File: src/rtl/m_dac_spi.sv
// SPI serializer for the waveform DAC: takes one word over VALID/READY and shifts it
// MSB-first as a SYNC-framed burst on a divided SCLK, then holds an idle gap.
module m_dac_spi #(
  parameter int DIV   = 8,
  parameter int WIDTH = 16,
  parameter int GAP   = 4
) (
  input  logic             CLK30,
  input  logic             RST,
  input  logic [WIDTH-1:0] DATA,
  input  logic             VALID,
  output logic             READY,
  output logic             SCLK,
  output logic             SDIN,
  output logic             SYNC,
  output logic             DONE
);

  localparam int HW   = $clog2(DIV + 1);
  localparam int BW   = $clog2(WIDTH);
  localparam int GCNT = 2 * GAP * DIV;
  localparam int GW   = $clog2(GCNT + 1);

  typedef enum logic [1:0] {
    S_IDLE,
    S_SHIFT,
    S_GAP
  } state_t;

  state_t           state_q, state_d;
  logic [HW-1:0]    h_q, h_d;
  logic [BW-1:0]    b_q, b_d;
  logic [GW-1:0]    g_q, g_d;
  logic [WIDTH-2:0] shift_q, shift_d;
  logic             sclk_q, sclk_d;
  logic             sdin_q, sdin_d;
  logic             sync_q, sync_d;
  logic             ready_q, ready_d;
  logic             done_q, done_d;

  always_comb begin
    state_d = state_q;
    h_d     = h_q;
    b_d     = b_q;
    g_d     = g_q;
    shift_d = shift_q;
    sclk_d  = sclk_q;
    sdin_d  = sdin_q;
    sync_d  = sync_q;
    ready_d = 1'b0;
    done_d  = 1'b0;
    case (state_q)
      S_IDLE: begin
        ready_d = 1'b1;
        sclk_d  = 1'b1;
        sync_d  = 1'b1;
        sdin_d  = 1'b0;
        if (VALID && ready_q) begin
          // MSB goes straight to SDIN; the remaining bits wait in the shifter
          shift_d = DATA[WIDTH-2:0];
          sdin_d  = DATA[WIDTH-1];
          sync_d  = 1'b0;
          ready_d = 1'b0;
          h_d     = '0;
          b_d     = '0;
          state_d = S_SHIFT;
        end
      end
      S_SHIFT: begin
        sync_d = 1'b0;
        if (h_q == HW'(DIV - 1)) begin
          h_d    = '0;
          sclk_d = ~sclk_q;
          if (!sclk_q) begin
            if (b_q == BW'(WIDTH - 1)) begin
              sync_d  = 1'b1;
              sclk_d  = 1'b1;
              sdin_d  = 1'b0;
              done_d  = 1'b1;
              g_d     = '0;
              state_d = S_GAP;
            end else begin
              b_d     = b_q + 1'b1;
              sdin_d  = shift_q[WIDTH-2];
              shift_d = {shift_q[WIDTH-3:0], 1'b0};
            end
          end
        end else begin
          h_d = h_q + 1'b1;
        end
      end
      S_GAP: begin
        sync_d = 1'b1;
        sclk_d = 1'b1;
        sdin_d = 1'b0;
        if (g_q == GW'(GCNT - 1)) begin
          ready_d = 1'b1;
          state_d = S_IDLE;
        end else begin
          g_d = g_q + 1'b1;
        end
      end
      default: state_d = S_IDLE;
    endcase
  end

  always_ff @(posedge CLK30) begin
    if (RST) begin
      state_q <= S_IDLE;
      h_q     <= '0;
      b_q     <= '0;
      g_q     <= '0;
      sclk_q  <= 1'b1;
      sdin_q  <= 1'b0;
      sync_q  <= 1'b1;
      ready_q <= 1'b0;
      done_q  <= 1'b0;
    end else begin
      state_q <= state_d;
      h_q     <= h_d;
      b_q     <= b_d;
      g_q     <= g_d;
      sclk_q  <= sclk_d;
      sdin_q  <= sdin_d;
      sync_q  <= sync_d;
      ready_q <= ready_d;
      done_q  <= done_d;
    end
  end

  // Sample payload needs no reset: it is always reloaded before use
  always_ff @(posedge CLK30) begin
    shift_q <= shift_d;
  end

  assign READY = ready_q;
  assign SCLK  = sclk_q;
  assign SDIN  = sdin_q;
  assign SYNC  = sync_q;
  assign DONE  = done_q;

endmodule

File: config.mk
export PLATFORM = sky130hd
export DESIGN_NAME = m_dac_spi
export DESIGN_NICKNAME = d
export VERILOG_FILES = /design/src/rtl/m_dac_spi.sv
export SDC_FILE = /design/constraint.sdc
export NUM_CORES = 1
export LEC_CHECK = 0
export BUFFER_PORTS_ARGS = -buffer_cell sky130_fd_sc_hd__buf_4
export CAP_MARGIN = 40
export CORE_UTILIZATION = 34
export CTS_CLUSTER_DIAMETER = 60
export DETAILED_ROUTE_END_ITERATION = 10
export GPL_ROUTABILITY_DRIVEN = 0
export GPL_TIMING_DRIVEN = 0
export SLEW_MARGIN = 20
export SYNTH_ARGS = -nofsm -noshare
export SYNTH_HDL_FRONTEND = slang
export SYNTH_SLANG_ARGS = --single-unit
File: constraint.sdc
create_clock -name CLK30 -period 3 [get_ports CLK30]
set_clock_uncertainty 0.2 [all_clocks]
set_input_delay 0 -clock CLK30 [delete_from_list [all_inputs] [get_ports CLK30]]
set_output_delay 0 -clock CLK30 [all_outputs]
set_load 0.1 [all_outputs]
# Word level (Yosys, flattened, before mapping)
# Cells that the tools add are included.
[classes] n_addsub=3 eq_ne=12 muxes=39 n_bitwise=2 reduce_logical=14
[op_table] operator="$mux W15" n=4
[op_table] operator="$pmux W15 S2" n=1
[op_table] operator="$mux W7" n=4
[op_table] operator="$mux W4" n=5
[op_table] operator="$pmux W4 S2" n=2
[op_table] operator="$reduce_and A5 Y1" n=3
[op_table] operator="$ne A2 B2 Y1 const B" n=7
[op_table] operator="$pmux W7 S2" n=1
[op_table] operator="$mux W1" n=12
[op_table] operator="$mux W2" n=5
[op_table] operator="$add A4 B1 Y4 const B" n=2
[op_table] operator="$add A7 B1 Y7 const B" n=1
[op_table] operator="$eq A7 B6 Y1 const B" n=1
[op_table] operator="$pmux W1 S3" n=2
[op_table] operator="$pmux W2 S3" n=1
[op_table] operator="$reduce_bool A2 Y1" n=3
[op_table] operator="$eq A4 B3 Y1 const B" n=1
[op_table] operator="$eq A4 B4 Y1 const B" n=1
[op_table] operator="$pmux W1 S2" n=2
[op_table] operator="$reduce_and A2 Y1" n=2
[op_table] operator="$reduce_or A2 Y1" n=2
[op_table] operator="$reduce_and A3 Y1" n=1
[op_table] operator="$reduce_bool A3 Y1" n=1
[op_table] operator="$eq A2 B1 Y1 const B" n=1
[op_table] operator="4 further kinds" n=5
[totals] ff_bits=37 inputBits=19

# Longest topological paths before layout
[logic_depth] ltp_word=5 depth_mapped=7 ltp_nobuf=6

# Worst setup path before layout
# No wires, ideal clock.
[synth_path] path_type="register to register" from="register ready_q, in the netlist READY" to="register shift_q[0] (enable)" arrival_ns=2.148 required_ns=2.408 slack_ns=0.260 path_stages_with_launch=3 path_buffers=0 synth_period_minus_slack_ns=2.740 cell_sequence="dfxtp_1 -> a21boi_1 -> nor2_1"
[synth_between] elab_chain_cells=3
[synth_rtl] element="start: declaration" line_no="38" text="logic ready_q, ready_d;"
[synth_rtl] element="start signal: assignment" line_no="126" text="ready_q <= ready_d;"
[synth_rtl] element="$logic_and A1 B1 Y1" line_no="58" text="if (VALID && ready_q) begin"
[synth_rtl] element="$ne A2 B2 Y1 (no source line)"
[synth_rtl] element="$reduce_and A5 Y1 (no source line)"
[synth_rtl] element="end signal: assignment" line_no="133" text="shift_q <= shift_d;"
[synth_rtl] element="end: declaration" line_no="34" text="logic [WIDTH-2:0] shift_q, shift_d;"
# Every way passes these cells.
# A chain may end at the register's enable or synchronous reset.

# Worst setup path after layout
[layout_path] from="register state_q[0]" to="register g_q[0]"
[layout_between] elab_chain_cells=3 elab_cells_between_ends=9
[layout_rtl] element="start: declaration" line_no="30" text="state_t state_q, state_d;"
[layout_rtl] element="start signal: assignment" line_no="119" text="state_q <= state_d;"
[layout_rtl] element="$eq A2 B2 Y1 / $eq A2 B1 Y1 (equally long branches)" line_no="52" text="case (state_q)"
[layout_rtl] element="$ne A2 B2 Y1 (no source line) / $reduce_bool A2 Y1 (equally long branches)"
[layout_rtl] element="$reduce_and A5 Y1 (no source line)"
[layout_rtl] element="end signal: assignment" line_no="122" text="g_q <= g_d;"
[layout_rtl] element="end: declaration" line_no="33" text="logic [GW-1:0] g_q, g_d;"
# Parallel ways exist; a longest one is shown, timed or not.

==> out/results.ini <==
[outcome]
status=finished with violations
violations=negative hold slack

[routing]
drc_errors=0
viasPerCell=5.09
via_count=1503
first_pass_iters=4
drt-initial-drc-count=83
wire_per_inst_um=12.7
ant_nets=0
drt_wl_total_mm=3.74

[setup_path]
r2r_end=g_q[0]
arrival_ns=2.18
critPathLaunchType=flop
cp.required_ns=2.98
cpMostUsedCell=inv_1
cp_max_fo=9
r2r_slack_ns=0.80
reg2regPathDepth=7
reg2reg_from=state_q[0]
crit_type=reg -> reg
path_cells=inv_1, ha_1, buf_4, inv_1, o41a_1, nand2_1, mux2_2
crit_path_max_incr_delay_ns=0.53
end_kind=flop
slowest_stage=o41a_1

[sta]
period_share=0.732
maxSlewHeadroom=0.598
final_hold_viol_count=1
setup_viol=0
rsz0062_at_grt=false
fin_ws_ns=0.804
holdWs_ns=-0.00629
max_freq_ghz=0.455
tns_ns=0
report.final.slew_viol_count=0
tightest_slew_ns=0.601
min_period_ns=2.20

[die]
die_x_um=76.6
fp.dieH_um=76.6
num_rows=26
start_util=0.361
core_area_um2=5240
die_area_um2=5860
ios=24

[layout]
final_common_cell=buf_4
drive_gt1_frac=0.244
antenna_cells=0
syn2layout_area_growth_pct=27.1
final_cell_mix=25 x buf_4, 22 x dfxtp_1, 16 x dlygate4sd3_1
n_fill_cell=511
layout.nets=250

[clock_tree]
cts_setup_buffers=0
cts_made_buffers=5
cts_buffer_depth=2
cts_root_buffer=clkbuf_8
clock_latency_ns=0.29
clk_pin_slew_ns=0.07
cts_sinks=37
cts_tree=yes
htree_levels=2

[yosys]
syn_nets=204
netlist_area_um2=1890
ys.flop_type=dfxtp_1
synth_edf_count=15
synth_cell_type_count=44
async_reset_ff_frac=0
yosys_warnings=0
ys_ff_latch=37
seq_area_frac_synth=0.471
netlist_instances=178
postSynthAreaPerCell_um2=10.6

[pwr]
clkPwrFrac=0.184
vdd_drop_max_mv=0.366
powerDensity_nw_per_um2=756
power.share.combinational=0.404
power.switching_uw=682
leakagePower_uw=0.000902
power_frac_seq=0.413
internal_power_uw=1130
swShare=0.376

[min_path]
hold_start=RST
whs_path_depth=3
min_to=g_q[0]
hp-class=in -> reg

[job]
max_cap_violations=0

[grt]
grt_max_degree=15
grt_pass1_wl_mm=6.78
globalRouteTotalUtil=0.145
antenna_found_initial=0
grt_pass1_vias=1515
gr-total-overflow=0

[placement]
post-place-ws_ns=0.808
dp_hpwl_mm=2.54
io_buffers=22

cell families after synthesis:
kind of cell               after synthesis  share of synthesized area
and+or+nand+nor                         60                      0.180
AOI/OAI and AO/OA                       43                      0.172
DFF                                     37                      0.471
muxes                                   16                     0.0946
buffers and inverters                   15                     0.0357
adders and majority gates                7                     0.0463
state kept, by name (all words and copies together), names as in the netlist:
register and count:
SYNC 1, b_q 4, h_q 4, state_q 2, shift_q 15, READY 1, SCLK 1, g_q 7
DONE 1, SDIN 1
worst max path at each step:
stage / start / to / cells after the start
CTS: state_q[0] / g_q[0] / 7
global placement: state_q[0] / shift_q[14] / 4
floorplan: READY / shift_q[0] / 2
global route: state_q[1] / SDIN / 6
detailed placement: state_q[0] / g_q[0] / 7
finish: state_q[0] / g_q[0] / 7
routing by layer:
| layer | vias to the layer above | global-route usage | routed length, um |
|---|---|---|---|
| li1 | 762 | - | - |
| met1 | 704 | 0.184 | 1900 |
| met2 | 28 | 0.226 | 1590 |
| met3 | 9 | 0.0311 | 147 |
| met4 | 0 | 0.0808 | 104 |
| met5 | - | 0 | 0 |
power by group through the flow:
stage	logic [uW]	registers, uW	clock network, uW
after floorplan	401	891	0
after global placement	687	765	0
after detailed placement	717	763	0
after CTS	737	751	345
after global routing	798	768	369
final	734	750	334
layout make-up:
class                      instances  area (um^2)  share of cell area
multi-input combinational        126          935               0.389
sequential                        37          891               0.371
buffer                             8         41.3              0.0172
tap                               70         87.6              0.0364
timing repair buffer              39          340               0.142
clock buffer                       6         72.6              0.0302
inverter                           7         26.3              0.0109
clock inverter                     2         10.0             0.00416
metrics by stage:
step,area [um^2],cells,util,power (uW)
2_1_floorplan,1890,178,-,1290
3_3_place_gp,2140,270,0.409,1450
3_5_place_dp,2160,271,0.413,1480
4_1_cts,2400,295,0.459,1830
5_1_grt,2400,295,0.459,1940
6_report,2400,295,0.459,1820
Yosys cell counts (6+ instances only):
cell type  number  area (um^2)
mux2_2         15          169
nor2_1          9         33.8
edfxtp_1       15          450
inv_1           7         26.3
nor2b_1         7         43.8
dfxtp_1        22          440
nand3_1         6         30.0
ha_1            7         87.6
nand2_1        14         52.6
o21ai_0         7         35.0
worst max-delay path: cells and delay by family (launching register included):
kind	cells	cell delay, ns
AO/OA/AOI/OAI	1	0.53
buffers and inverters	3	0.39
flip-flops	1	0.34
multiplexers	1	0.33
adder cells (fa/ha/maj)	1	0.16
AND/OR/NAND/NOR	1	0.14
timing repair:
action / 4_1_cts / 5_1_grt
hold buffers: 16 / 0
resized for setup: 0 / 0
hold endpoints to repair: 19 / 0
No activity file was read; power rests on OpenSTA's default activity.
